## src/rtl/qed_dup_sched_if.sv

```systemverilog
// Handshake bundle between the SQED fetch shim / environment and the QED duplicate sequencer.
// "master" drives the core-side requests; "slave" is the sequencer.
interface qed_dup_sched_if #(
  parameter int DEPTH = 16,
  parameter int CNT_W = $clog2(DEPTH) + 1
);
  localparam int AW = $clog2(DEPTH);

  logic             fetch_en;
  logic             exec_dup;
  logic             retire_valid;
  logic             sel_dup;
  logic             fetch_hold;
  logic             cache_wr;
  logic             cache_rd;
  logic [AW-1:0]    cache_addr;
  logic [1:0]       sif_state;
  logic [CNT_W-1:0] qed_num_orig;
  logic [CNT_W-1:0] qed_num_dup;
  logic             sif_commit;
  logic             sif_commit_pulsed;
  logic             qed_check_valid;

  modport master (
    output fetch_en, exec_dup, retire_valid,
    input  sel_dup, fetch_hold, cache_wr, cache_rd, cache_addr, sif_state,
           qed_num_orig, qed_num_dup, sif_commit, sif_commit_pulsed, qed_check_valid
  );

  modport slave (
    input  fetch_en, exec_dup, retire_valid,
    output sel_dup, fetch_hold, cache_wr, cache_rd, cache_addr, sif_state,
           qed_num_orig, qed_num_dup, sif_commit, sif_commit_pulsed, qed_check_valid
  );
endinterface

```

## src/rtl/qed_dup_sched.sv

```systemverilog
// SQED sequencer: issues originals into the QED cache, replays them as duplicates,
// drains the pipeline and raises the commit / check-valid strobes for the formal checker.
module qed_dup_sched #(
  parameter int DEPTH  = 16,
  parameter int CNT_W  = $clog2(DEPTH) + 1,
  parameter int INFL_W = 4
) (
  input  logic             clk,
  input  logic             rst,
  qed_dup_sched_if.slave   bus
);
  localparam int AW = $clog2(DEPTH);
  localparam logic [CNT_W-1:0]  DEPTH_CNT = CNT_W'(DEPTH);
  localparam logic [INFL_W-1:0] INFL_MAX  = '1;

  typedef enum logic [1:0] {
    ST_ORIG   = 2'd0,
    ST_DUP    = 2'd1,
    ST_DRAIN  = 2'd2,
    ST_COMMIT = 2'd3
  } state_t;

  state_t            state;
  logic [CNT_W-1:0]  num_orig;
  logic [CNT_W-1:0]  num_dup;
  logic [INFL_W-1:0] inflight;
  logic              sif_commit_q;
  logic              check_valid_q;
  // Counters still hold the previous window's final values until the next original.
  logic              stale;

  logic              hold;
  logic              accept;
  logic              fresh_accept;
  logic [CNT_W-1:0]  orig_next;
  logic [CNT_W-1:0]  dup_next;
  logic [CNT_W-1:0]  win_orig_next;
  logic [INFL_W-1:0] infl_next;

  // Reset gates accept so that no cache write leaks out while the block is held in reset.
  always_comb begin
    hold         = (state == ST_DRAIN) || (state == ST_COMMIT);
    accept       = bus.fetch_en & ~hold & ~rst;
    fresh_accept = (state == ST_ORIG) && accept && stale;
  end

  // NOTE: every signal assigned in always_comb gets a default first, so no latch is inferred.
  always_comb begin
    orig_next = num_orig;
    dup_next  = num_dup;
    if (state == ST_ORIG && accept) begin
      if (stale) begin
        orig_next = CNT_W'(1);
        dup_next  = '0;
      end else begin
        orig_next = num_orig + CNT_W'(1);
      end
    end
    if (state == ST_DUP && accept) begin
      dup_next = num_dup + CNT_W'(1);
    end
    // A stale count does not belong to the open window, so it cannot trigger DUP.
    win_orig_next = (stale && !fresh_accept) ? '0 : orig_next;
  end

  always_comb begin
    infl_next = inflight;
    if (accept && !bus.retire_valid) begin
      if (inflight != INFL_MAX) infl_next = inflight + INFL_W'(1);
    end else if (!accept && bus.retire_valid && inflight != '0) begin
      infl_next = inflight - INFL_W'(1);
    end
  end

  // NOTE: sequential state uses non-blocking assignments only; blocking here would race other flops.
  always_ff @(posedge clk or posedge rst) begin
    if (rst) begin
      state         <= ST_ORIG;
      num_orig      <= '0;
      num_dup       <= '0;
      inflight      <= '0;
      sif_commit_q  <= 1'b0;
      check_valid_q <= 1'b0;
      stale         <= 1'b0;
    end else begin
      num_orig <= orig_next;
      num_dup  <= dup_next;
      inflight <= infl_next;
      unique case (state)
        ST_ORIG: begin
          if (fresh_accept) begin
            stale         <= 1'b0;
            sif_commit_q  <= 1'b0;
            check_valid_q <= 1'b0;
          end
          if (win_orig_next == DEPTH_CNT ||
              (bus.exec_dup && win_orig_next != '0)) begin
            state <= ST_DUP;
          end
        end
        ST_DUP: begin
          if (dup_next == num_orig) state <= ST_DRAIN;
        end
        ST_DRAIN: begin
          if (infl_next == '0) state <= ST_COMMIT;
        end
        ST_COMMIT: begin
          sif_commit_q  <= 1'b1;
          check_valid_q <= (num_orig == num_dup) && (num_orig != '0);
          stale         <= 1'b1;
          state         <= ST_ORIG;
        end
        default: state <= ST_ORIG;
      endcase
    end
  end

  always_comb begin
    bus.sel_dup           = (state == ST_DUP) || (state == ST_DRAIN);
    bus.fetch_hold        = hold;
    bus.cache_wr          = (state == ST_ORIG) && accept;
    bus.cache_rd          = (state == ST_DUP) && accept;
    bus.sif_commit_pulsed = (state == ST_COMMIT);
    bus.cache_addr        = '0;
    if (state == ST_ORIG) begin
      bus.cache_addr = stale ? '0 : num_orig[AW-1:0];
    end else if (state == ST_DUP) begin
      bus.cache_addr = num_dup[AW-1:0];
    end
  end

  assign bus.sif_state       = state;
  assign bus.qed_num_orig    = num_orig;
  assign bus.qed_num_dup     = num_dup;
  assign bus.sif_commit      = sif_commit_q;
  assign bus.qed_check_valid = check_valid_q;
endmodule
```

## src/flat_wrapper.sv

```systemverilog
// flat-port wrapper written by rule: the top's interface ports become plain ports
module qed_dup_sched_flat 
#(
  parameter int DEPTH  = 16,
  parameter int CNT_W  = $clog2(DEPTH) + 1,
  parameter int INFL_W = 4
)
  (clk, rst, bus_fetch_en, bus_exec_dup, bus_retire_valid, bus_sel_dup, bus_fetch_hold, bus_cache_wr, bus_cache_rd, bus_cache_addr, bus_sif_state, bus_qed_num_orig, bus_qed_num_dup, bus_sif_commit, bus_sif_commit_pulsed, bus_qed_check_valid);
  qed_dup_sched_if #(.DEPTH(DEPTH), .CNT_W(CNT_W)) bus_i ();
  input  logic clk;
  input  logic rst;
  input wire logic [$bits(bus_i.fetch_en)-1:0] bus_fetch_en;
  input wire logic [$bits(bus_i.exec_dup)-1:0] bus_exec_dup;
  input wire logic [$bits(bus_i.retire_valid)-1:0] bus_retire_valid;
  output wire logic [$bits(bus_i.sel_dup)-1:0] bus_sel_dup;
  output wire logic [$bits(bus_i.fetch_hold)-1:0] bus_fetch_hold;
  output wire logic [$bits(bus_i.cache_wr)-1:0] bus_cache_wr;
  output wire logic [$bits(bus_i.cache_rd)-1:0] bus_cache_rd;
  output wire logic [$bits(bus_i.cache_addr)-1:0] bus_cache_addr;
  output wire logic [$bits(bus_i.sif_state)-1:0] bus_sif_state;
  output wire logic [$bits(bus_i.qed_num_orig)-1:0] bus_qed_num_orig;
  output wire logic [$bits(bus_i.qed_num_dup)-1:0] bus_qed_num_dup;
  output wire logic [$bits(bus_i.sif_commit)-1:0] bus_sif_commit;
  output wire logic [$bits(bus_i.sif_commit_pulsed)-1:0] bus_sif_commit_pulsed;
  output wire logic [$bits(bus_i.qed_check_valid)-1:0] bus_qed_check_valid;
  assign bus_i.fetch_en = bus_fetch_en;
  assign bus_i.exec_dup = bus_exec_dup;
  assign bus_i.retire_valid = bus_retire_valid;
  assign bus_sel_dup = bus_i.sel_dup;
  assign bus_fetch_hold = bus_i.fetch_hold;
  assign bus_cache_wr = bus_i.cache_wr;
  assign bus_cache_rd = bus_i.cache_rd;
  assign bus_cache_addr = bus_i.cache_addr;
  assign bus_sif_state = bus_i.sif_state;
  assign bus_qed_num_orig = bus_i.qed_num_orig;
  assign bus_qed_num_dup = bus_i.qed_num_dup;
  assign bus_sif_commit = bus_i.sif_commit;
  assign bus_sif_commit_pulsed = bus_i.sif_commit_pulsed;
  assign bus_qed_check_valid = bus_i.qed_check_valid;
  qed_dup_sched #(.DEPTH(DEPTH), .CNT_W(CNT_W), .INFL_W(INFL_W)) u_core (.clk(clk), .rst(rst), .bus(bus_i));
endmodule
```

## config.mk

```make
export PLATFORM = sky130hd
export DESIGN_NAME = qed_dup_sched_flat
export DESIGN_NICKNAME = d
export VERILOG_FILES = /design/src/rtl/qed_dup_sched_if.sv /design/src/rtl/qed_dup_sched.sv /design/src/flat_wrapper.sv
export SDC_FILE = /design/constraint.sdc
export NUM_CORES = 1
export LEC_CHECK = 0
export CORE_ASPECT_RATIO = 0.7
export CORE_MARGIN = 5
export CORE_UTILIZATION = 52
export CTS_CLUSTER_DIAMETER = 50
export DETAILED_ROUTE_END_ITERATION = 12
export GPL_TIMING_DRIVEN = 0
export HOLD_SLACK_MARGIN = 0.1
export PLACE_DENSITY = 0.84
export SETUP_SLACK_MARGIN = 0.4
export SYNTH_ARGS = -nofsm -noshare
export SYNTH_HDL_FRONTEND = slang
export SYNTH_SLANG_ARGS = --single-unit
```

## constraint.sdc

```tcl
create_clock -name clk -period 3.9 [get_ports clk]
set_clock_uncertainty 0.1 [all_clocks]
set_input_delay 0.78 -clock clk [delete_from_list [all_inputs] [get_ports clk]]
set_output_delay 0.78 -clock clk [all_outputs]
set_load 0.01 [all_outputs]
```

**Word level (Yosys, flattened, before mapping)**

Cells that the tools add are included.

- $add $sub $neg: 4
- Multipliers: 0
- Div/mod/pow operators: 0
- Order comparisons: 0
- Equal/unequal tests: 11
- Shift-type cells: 0
- Muxes and demuxes: 19
- Bitwise operators: 4
- Reduce and logical (&&, ||, !) cells: 23

Operator list:

| operator | count |
|---|---|
| $mux W5 | 6 |
| $mux W4 | 6 |
| $add A5 B1 Y5 const B | 2 |
| $eq A5 B5 Y1 | 2 |
| $reduce_bool A5 Y1 | 2 |
| $logic_and A1 B1 Y1 | 9 |
| $pmux W2 S4 | 1 |
| $mux W2 | 3 |
| $ne A2 B2 Y1 const B | 3 |
| $eq A5 B5 Y1 const B | 1 |
| $add A4 B1 Y4 const B | 1 |
| $eq A2 B2 Y1 const B | 2 |
| $logic_not A4 Y1 | 1 |
| $ne A4 B4 Y1 const B | 1 |
| $pmux W1 S2 | 2 |
| $reduce_bool A4 Y1 | 1 |
| $sub A4 B1 Y4 const B | 1 |
| $logic_not A1 Y1 | 3 |
| $logic_or A1 B1 Y1 | 3 |
| $reduce_and A3 Y1 | 1 |
| $and A1 B1 Y1 | 2 |
| $eq A2 B1 Y1 const B | 1 |
| $logic_not A2 Y1 | 1 |
| $ne A2 B1 Y1 const B | 1 |
| 4 further kinds | 5 |

- Register bits after elaboration: 18
- Latch bits: 0
- RAM bits: 0
- Bits in read-only memories: 0
- Output and inout bits: 23
- Word-level logic and storage cells: 67
- Memories: 0

**Longest topological paths before layout**

Gate-level depths: netlist of the first run.

- Depth in word-level cells: 15
- Mapped depth: 10
- Gate-level depth less buffers: 10

**Least setup slack after synthesis of the first run**

OpenSTA, ideal clock, no wires.

- Path type: reg2reg
- Start point: register u_core.state[0] (netlist: u_core.bus.sif_state[0])
- End point: register u_core.state[1] (netlist: u_core.bus.sif_state[1])
- Setup time: 0.128 ns
- Arrival time: 2.703 ns
- Path slack: 0.970 ns
- Cell stages (with the launch flop): 9
- Path buffers: 0
- Period minus slack after synthesis: 2.930 ns
- Cell sequence: dfrtp_1 -> ha_1 -> nor4b_4 -> nand2_1 -> mux2_2 -> xnor2_1 -> o41ai_1 -> and3_1 -> mux2_1

- Elaborated cells on any way between the ends: 34
- Classes of those cells: eq/ne: 8; mux: 7; bitwise: 3; reduce/logical: 16

RTL lines:

| what | RTL line | source |
|---|---|---|
| from (decl) | qed_dup_sched.sv:23 | `state_t state;` |
| from (signal assigned) | qed_dup_sched.sv:78 | `state <= ST_ORIG;` |
| from (signal assigned) | qed_dup_sched.sv:98 | `state <= ST_DUP;` |
| from (signal assigned) | qed_dup_sched.sv:102 | `if (dup_next == num_orig) state <= ST_DRAIN;` |
| $eq A2 B2 Y1 (*) | -- |  |
| net bus_sif_commit_pulsed | flat_wrapper.sv:24 | `output wire logic [$bits(bus_i.sif_commit_pulsed)-1:0] bus_sif_commit_pulsed;` |
| $logic_or A1 B1 Y1 (*) | qed_dup_sched.sv:42 | `hold = (state == ST_DRAIN) \|\| (state == ST_COMMIT);` |
| $not A1 Y1 (*) | qed_dup_sched.sv:43 | `accept = bus.fetch_en & ~hold & ~rst;` |
| $and A1 B1 Y1 (*) (2 in a row) | qed_dup_sched.sv:43 |  |
| $logic_and A1 B1 Y1 | qed_dup_sched.sv:44, qed_dup_sched.sv:51 |  |
| $mux W5 | qed_dup_sched.sv:51 | `if (state == ST_ORIG && accept) begin` |
| $mux W5 (*) | qed_dup_sched.sv:59 | `if (state == ST_DUP && accept) begin` |
| net u_core.dup_next[0] | qed_dup_sched.sv:36 | `logic [CNT_W-1:0] dup_next;` |
| $eq A5 B5 Y1 (*) | qed_dup_sched.sv:102 |  |
| $ne A2 B2 Y1 (no line) (*) | -- |  |
| $reduce_and A3 Y1 (no line) (*) | -- |  |

Mark *: on every way through the listed nets, which the timed path passes. The rest lies on a longest branch.
A chain may end at the register's enable or synchronous reset.

**Worst setup path in the final report of the first run**

- Start point: input rst
- End point: output bus_cache_wr

- Longest elaborated chain between the ends: 3

Ends and longest elaborated chain:

| what | RTL line | source |
|---|---|---|
| from (decl) | flat_wrapper.sv:11 | `input logic rst;` |
| $not A1 Y1 | qed_dup_sched.sv:43 |  |
| $and A1 B1 Y1 | qed_dup_sched.sv:43 |  |
| $logic_and A1 B1 Y1 | qed_dup_sched.sv:121 | `bus.cache_wr = (state == ST_ORIG) && accept;` |
| to (decl) | flat_wrapper.sv:17 | `output wire logic [$bits(bus_i.cache_wr)-1:0] bus_cache_wr;` |

Every way passes these cells.

==> reports/metrics.cfg, run 1 <==
[outcome]
status = complete, no violations

[power_and_ir_drop]
p_per_area_mw_per_mm2 = 802
power_leakage_uw = 0.000734
vdd.ir_drop.worst_mv = 0.512

[setup_path]
crit_type = in -> out
path_max_fanout = 10
cpPeakStageDelay_ns = 0.55
critPathRequiredTime_ns = 3.02
cp_top_family = buffers and inverters
cp_cell_sequence = clkdlybuf4s50_1 -> nor4b_4 -> nand2_2 -> inv_2 -> clkdlybuf4s50_1
cp_slowest_cell = clkdlybuf4s50_1
startpoint_type = input port
crit_top_cell = clkdlybuf4s50_1
cp.buffers_inverters = 3
crit_path_end_kind = primary output
cp.arrival_ns = 2.53

[logic_synthesis]
synth-xor-area-share_pct = 7.27
avgSynthCellArea_um2 = 8.87
synth_adder_area_share_pct = 7.79
synth_edf_count = 0
syn_area_mm2 = 0.00145
async_reset_ff_share_pct = 100
synth-simple-area-share_pct = 18.4
ys_warn_count = 0
syn_nets = 177
synth-compound-area-share_pct = 24.3
synth.area.top_cells = dfrtp_1, ha_1, nand2_1, xor2_1, xnor2_1
synth_flop_cell = dfrtp_1
ys_types = 47
seq_area_frac_synth_pct = 31.1
netlist.area_leader.share_pct = 31.1
yosysTopAreaCell = dfrtp_1
synthMuxAreaShare_pct = 5.10
synth_top_family_by_area = compound AO/OA/AOI/OAI gates
syn_inst = 163
ys_ff_latch = 18

[timing]
rsz0062_at_grt = true
fin_tns_setup_ns = 0
setup_ws_ns = 0.493
timing.fmax_ghz = 0.294
fin_crit_sh_pct = 87.4
slew_viol_final = 0
maxSlewHeadroom_pct = 52.7
min_period_ns = 3.41
fin_hold_ws_ns = 0.380
hold_viol_final = 0
setup_viol = 0
worst_pin_slew_ns = 0.708

[cells_and_area]
layout_commonest_cell = clkdlybuf4s50_1
antenna_cells = 0
finalInstanceArea_mm2 = 0.00182
nets = 211
drive_above_1_share_pct = 9.23
fin_util_pct = 67.0
syn_to_final_growth_pct = 26.0
mostFrequentLayoutCells = clkdlybuf4s50_1, nand2_1, dfrtp_1

[clock_network]
cts_buffers = 3
hold_buffers = 0
cts_root_buffer = clkbuf_8
cts.reportedPaths.clkPinSlew_ns = 0.07
clk_latency_ns = 0.26
htree_levels = 1
cts_max_path_buffers = 2
cts_sinks = 18
cts_tree = yes

[die]
dieArea_mm2 = 0.00395
fp.dieH_um = 54.1
fp-row-count = 16
ios = 28
die_x_um = 73.0
coreArea_mm2 = 0.00272
start_util_pct = 53.1

[detailed_routing]
wl_per_cell_um = 16.0
met2_length_um = 1650
wirelength_um = 3700
wl_met1_um = 1720
dr_total_vias = 1385
via_per_inst = 6.00
drtAntennaViolNets = 0
drt-initial-drc-count = 100
wl_met3_um = 294
drtPass1Iterations = 4
remaining_drc_errors = 0
top_layer_used = met4

[placed_design]
pre_cts_ws_ns = 0.107
dp.final_hpwl_um = 2760
gp_congestion = 0.929
io_buffers = 26
postPlaceCellArea_mm2 = 0.00175

[job]
max-cap-violations = 0

[global_route]
grt_pass1_wl_um = 6040
groute.usage.overall_pct = 20.2
antenna_found_initial = 0
grt_max_degree = 19
grt_pass1_vias = 1243
grt_overflow_total = 0

[min_path]
hp-class = reg -> reg

[through the flow]
stage | total power, µW | instances
after detailed placement | 1300 | 225
after global routing | 1570 | 231
final | 1460 | 231
after floorplan | 965 | 163
after CTS | 1440 | 231
after global placement | 1270 | 225
[sequential cells by signal, summed over array words and instances, names as in the netlist]
register / flops
u_core.bus.qed_num_dup: 5
u_core.bus.qed_num_orig: 5
u_core.inflight: 4
u_core.bus.sif_state: 2
u_core.bus.qed_check_valid: 1
u_core.bus.sif_commit: 1
[worst register-to-register path, delay by kind of cell (launching register included)]
family	cells	cell delay (ns)
xor+xnor	1	0.15
fa+ha+maj	1	0.34
buf+inv	1	0.19
compound gates	1	0.42
mux	2	0.64
simple gates	3	0.78
flops	1	0.43
[synth_stat cells (all sizes together) (2+ instances only)]
cell / count
o21ai: 8
ha: 9
mux2i: 4
nor2: 7
nor4b: 2
xnor2: 5
a21oi: 6
o311ai: 3
a21o: 4
o31ai: 3
nand3: 7
xor2: 7
nor2b: 2
a311oi: 2
inv: 11
mux2: 3
clkbuf: 9
a22o: 4
dfrtp: 18
nor3: 5
o32ai: 2
o41ai: 2
nand2: 21
[worst paths after layout]
kind                                             from                         end  slack, ns  cells past startpoint
max                                               rst                bus_cache_wr       0.49                      5
min                        u_core.bus.qed_check_valid  u_core.bus.qed_check_valid       0.38                      2
max reg2reg                   u_core.bus.sif_state[0]     u_core.bus.sif_state[1]       0.74                      9
min reg2reg                u_core.bus.qed_check_valid  u_core.bus.qed_check_valid       0.38                      2
max in group asynchronous                         rst  u_core.bus.qed_num_orig[0]       2.30                      2
min in group asynchronous                         rst   u_core.bus.qed_num_dup[1]       0.95                      2
[logic make-up (layout without fill, tap and decap cells)]
logic type | after synthesis | count (layout)
muxes | 7 | 7
DFF | 18 | 18
and+or+nand+nor | 51 | 51
buffers and inverters | 21 | 53
adders and majority gates | 9 | 9
AOI/OAI and AO/OA | 45 | 45
xor gates and xnor gates | 12 | 12
[power by group]
group | leakage (µW) | internal [µW] | switching (µW)
registers | 0.000215 | 262 | 110
clock network | 0.0000216 | 68.8 | 63.8
logic | 0.000498 | 464 | 494
total | 0.000734 | 795 | 668
[area by class of cell]
class	instances	area, µm²
Clock buffer	3	41.3
Sequential cell	18	450
Inverter	11	41.3
Multi-Input combinational cell	124	917
Buffer	10	45.0
Timing Repair Buffer	29	283
Tap cell	36	45.0
Fill cell	218	900
[metal layers]
metal	vias up	track usage (%)
li1	663	-
met1	656	27.2
met4	0	4.60
met3	4	5.41
met5	-	0
met2	62	32.3
[timing repair]
| item | in CTS | in global routing |
|---|---|---|
| hold endpoints to repair | 0 | 0 |
| pin swaps | 1 | 0 |
| resized for setup | 0 | 2 |
| setup buffers | 3 | 0 |
| cloned | 0 | 0 |
| endpoints found under the setup margin | 2 | 2 |
(Power assumes the default switching activity.)
==> inputs of run 2 (changes only) <==
--- a/config.mk
+++ b/config.mk
@@ -7,12 +7,12 @@
 export LEC_CHECK = 0
 export CORE_ASPECT_RATIO = 0.7
 export CORE_MARGIN = 5
-export CORE_UTILIZATION = 52
+export CORE_UTILIZATION = 50
 export CTS_CLUSTER_DIAMETER = 50
 export DETAILED_ROUTE_END_ITERATION = 12
 export GPL_TIMING_DRIVEN = 0
 export HOLD_SLACK_MARGIN = 0.1
-export PLACE_DENSITY = 0.84
+export PLACE_DENSITY = 0.81
 export SETUP_SLACK_MARGIN = 0.4
 export SYNTH_ARGS = -nofsm -noshare
 export SYNTH_HDL_FRONTEND = slang
==> run 2 against run 1 <==
Against the previous run:
- utilization down 1.4 points
- non-clock buffer count unchanged
- die area up 3.4%
==> reports/metrics.cfg, run 2 (synthesis results as in run 1) <==
[power_and_ir_drop]
power_leakage_uw = 0.000734  ; unchanged
p_per_area_mw_per_mm2 = 806  ; was 802 mW/mm²
vdd.ir_drop.worst_mv = 0.595  ; was 0.512 mV

[clock_network]
htree_levels = 1  ; unchanged
cts_buffers = 3  ; unchanged
cts_tree = yes  ; unchanged
cts_max_path_buffers = 2  ; unchanged
cts.reportedPaths.clkPinSlew_ns = 0.07  ; about the same
cts_sinks = 18  ; unchanged
cts_root_buffer = clkbuf_8  ; unchanged
clk_latency_ns = 0.25  ; was 0.26 ns

[global_route]
grt_pass1_vias = 1305  ; was 1,243
antenna_found_initial = 0  ; unchanged
grt_pass1_wl_um = 6130  ; was 6040 µm
groute.usage.overall_pct = 19.6  ; was 20.2%
grt_max_degree = 19  ; unchanged
grt_overflow_total = 0  ; unchanged

[detailed_routing]
dr_total_vias = 1396  ; was 1,385
drtPass1Iterations = 4  ; unchanged
drt-initial-drc-count = 141  ; was 100
wl_per_cell_um = 16.4  ; was 16.0 µm
via_per_inst = 6.04  ; was 6.00
remaining_drc_errors = 0  ; unchanged
wirelength_um = 3790  ; was 3700 µm
drtAntennaViolNets = 0  ; unchanged

[die]
fp.dieH_um = 55  ; was 54.1 µm
dieArea_mm2 = 0.00409  ; was 0.00395 mm²
ios = 28  ; unchanged
die_x_um = 74.3  ; was 73.0 µm
start_util_pct = 52.0  ; was 53.1%
coreArea_mm2 = 0.00278  ; was 0.00272 mm²
fp-row-count = 16  ; unchanged

[timing]
hold_viol_final = 0  ; unchanged
min_period_ns = 3.41  ; about the same
timing.fmax_ghz = 0.293  ; was 0.294 GHz
worst_pin_slew_ns = 0.736  ; was 0.708 ns
rsz0062_at_grt = false  ; was true
fin_tns_setup_ns = 0  ; unchanged
setup_viol = 0  ; unchanged
fin_crit_sh_pct = 87.4  ; about the same
slew_viol_final = 0  ; unchanged
maxSlewHeadroom_pct = 50.9  ; was 52.7%

[setup_path]
timing.reg2reg.setup_slack_ns = 0.76  ; was 0.74 ns
cpPeakStageDelay_ns = 0.55  ; about the same
cp_slowest_cell = clkdlybuf4s50_1  ; unchanged
path_max_fanout = 3  ; was 10
startpoint_type = input port  ; unchanged
cp_top_family = buffers and inverters  ; unchanged
critPathRequiredTime_ns = 3.02  ; about the same
cp.buffers_inverters = 3  ; unchanged
crit_path_end_kind = primary output  ; unchanged
crit_type = in -> out  ; unchanged
cp.arrival_ns = 2.53  ; about the same
cp_cell_sequence = clkdlybuf4s50_1 -> nor4b_4 -> buf_4 -> and2_1 -> clkdlybuf4s50_1  ; was clkdlybuf4s50_1 -> nor4b_4 -> nand2_2 -> inv_2 -> clkdlybuf4s50_1
crit_top_cell = clkdlybuf4s50_1  ; unchanged

[cells_and_area]
drive_above_1_share_pct = 9.23  ; unchanged
layout_commonest_cell = clkdlybuf4s50_1  ; unchanged
mostFrequentLayoutCells = clkdlybuf4s50_1, nand2_1, dfrtp_1  ; unchanged
fillers = 228  ; was 218
nets = 211  ; unchanged
final_cell_count_no_fill = 231  ; unchanged
antenna_cells = 0  ; unchanged
syn_to_final_growth_pct = 26.0  ; unchanged

[job]
max-cap-violations = 0  ; unchanged

[placed_design]
gp_congestion = 0.860  ; was 0.929
io_buffers = 26  ; unchanged
dp.final_hpwl_um = 2830  ; was 2760 µm
post-place-cells = 225  ; unchanged

[outcome]
status = complete, no violations  ; unchanged

[min_path]
hp-class = reg -> reg  ; unchanged

-- run 2: repair_timing --
| item | CTS | global route |
|---|---|---|
| hold buffers | 0 | 0 |
| pin swaps | 1 | 0 |
| resized for setup | 0 | 2 |
| buffers inserted | 3 | 0 |
| endpoints found under the setup margin | 2 | 2 |
| cloned | 0 | 0 |
-- run 2: worst min-delay path: cells and delay by family (launching register included) --
family             cells  cell delay (ns)
AOI/OAI and AO/OA      1             0.05
DFF                    1             0.35
and+or+nand+nor        1             0.06
-- run 2: final timing paths --
path | start | end | cells past startpoint
worst max-delay path | rst | bus_cache_rd | 5
worst min-delay path | u_core.bus.qed_check_valid | u_core.bus.qed_check_valid | 2
worst max register to register | u_core.bus.sif_state[0] | u_core.bus.sif_state[1] | 8
worst min register to register | u_core.bus.qed_check_valid | u_core.bus.qed_check_valid | 2
max in group asynchronous | rst | u_core.bus.sif_state[1] | 2
min in group asynchronous | rst | u_core.bus.qed_num_dup[2] | 2
-- run 2: final cells by class --
cell class | count | area, µm² | area share (%)
timing repair buffer | 29 | 283 | 15.5
inverter | 11 | 41.3 | 2.26
clock buffer | 3 | 41.3 | 2.26
tap | 36 | 45.0 | 2.47
multi-input combinational | 124 | 917 | 50.3
buffer | 10 | 45.0 | 2.47
sequential | 18 | 450 | 24.7
-- run 2: through the flow --
step	power (µW)	hold slack [ns]	worst slack, ns	cell area, µm²	utilization [%]
final	1470	0.392	0.490	1820	65.5
after global routing	1580	0.404	0.406	1820	65.5
after CTS	1450	0.396	0.455	1820	65.2
after detailed placement	1300	0.380	0.0892	1750	62.9
after global placement	1280	0.362	0.173	1750	62.9
after floorplan	965	0.414	0.970	1450	-
-- run 2: power by group --
group / switching (µW) / internal (µW) / leakage, µW
sequential: 112 / 262 / 0.000215
combinational: 500 / 464 / 0.000498
clock: 62.2 / 68.7 / 0.0000216
total: 674 / 795 / 0.000734
-- run 2: routing by layer --
layer / track usage (%) / part of all wire, % / vias to the layer above
met5: 0 / 0 / -
met4: 2.07 / 0.37 / 0
met3: 3.97 / 7.2 / 2
met2: 31.8 / 45 / 59
met1: 28.2 / 48 / 678
li1: - / - / 657
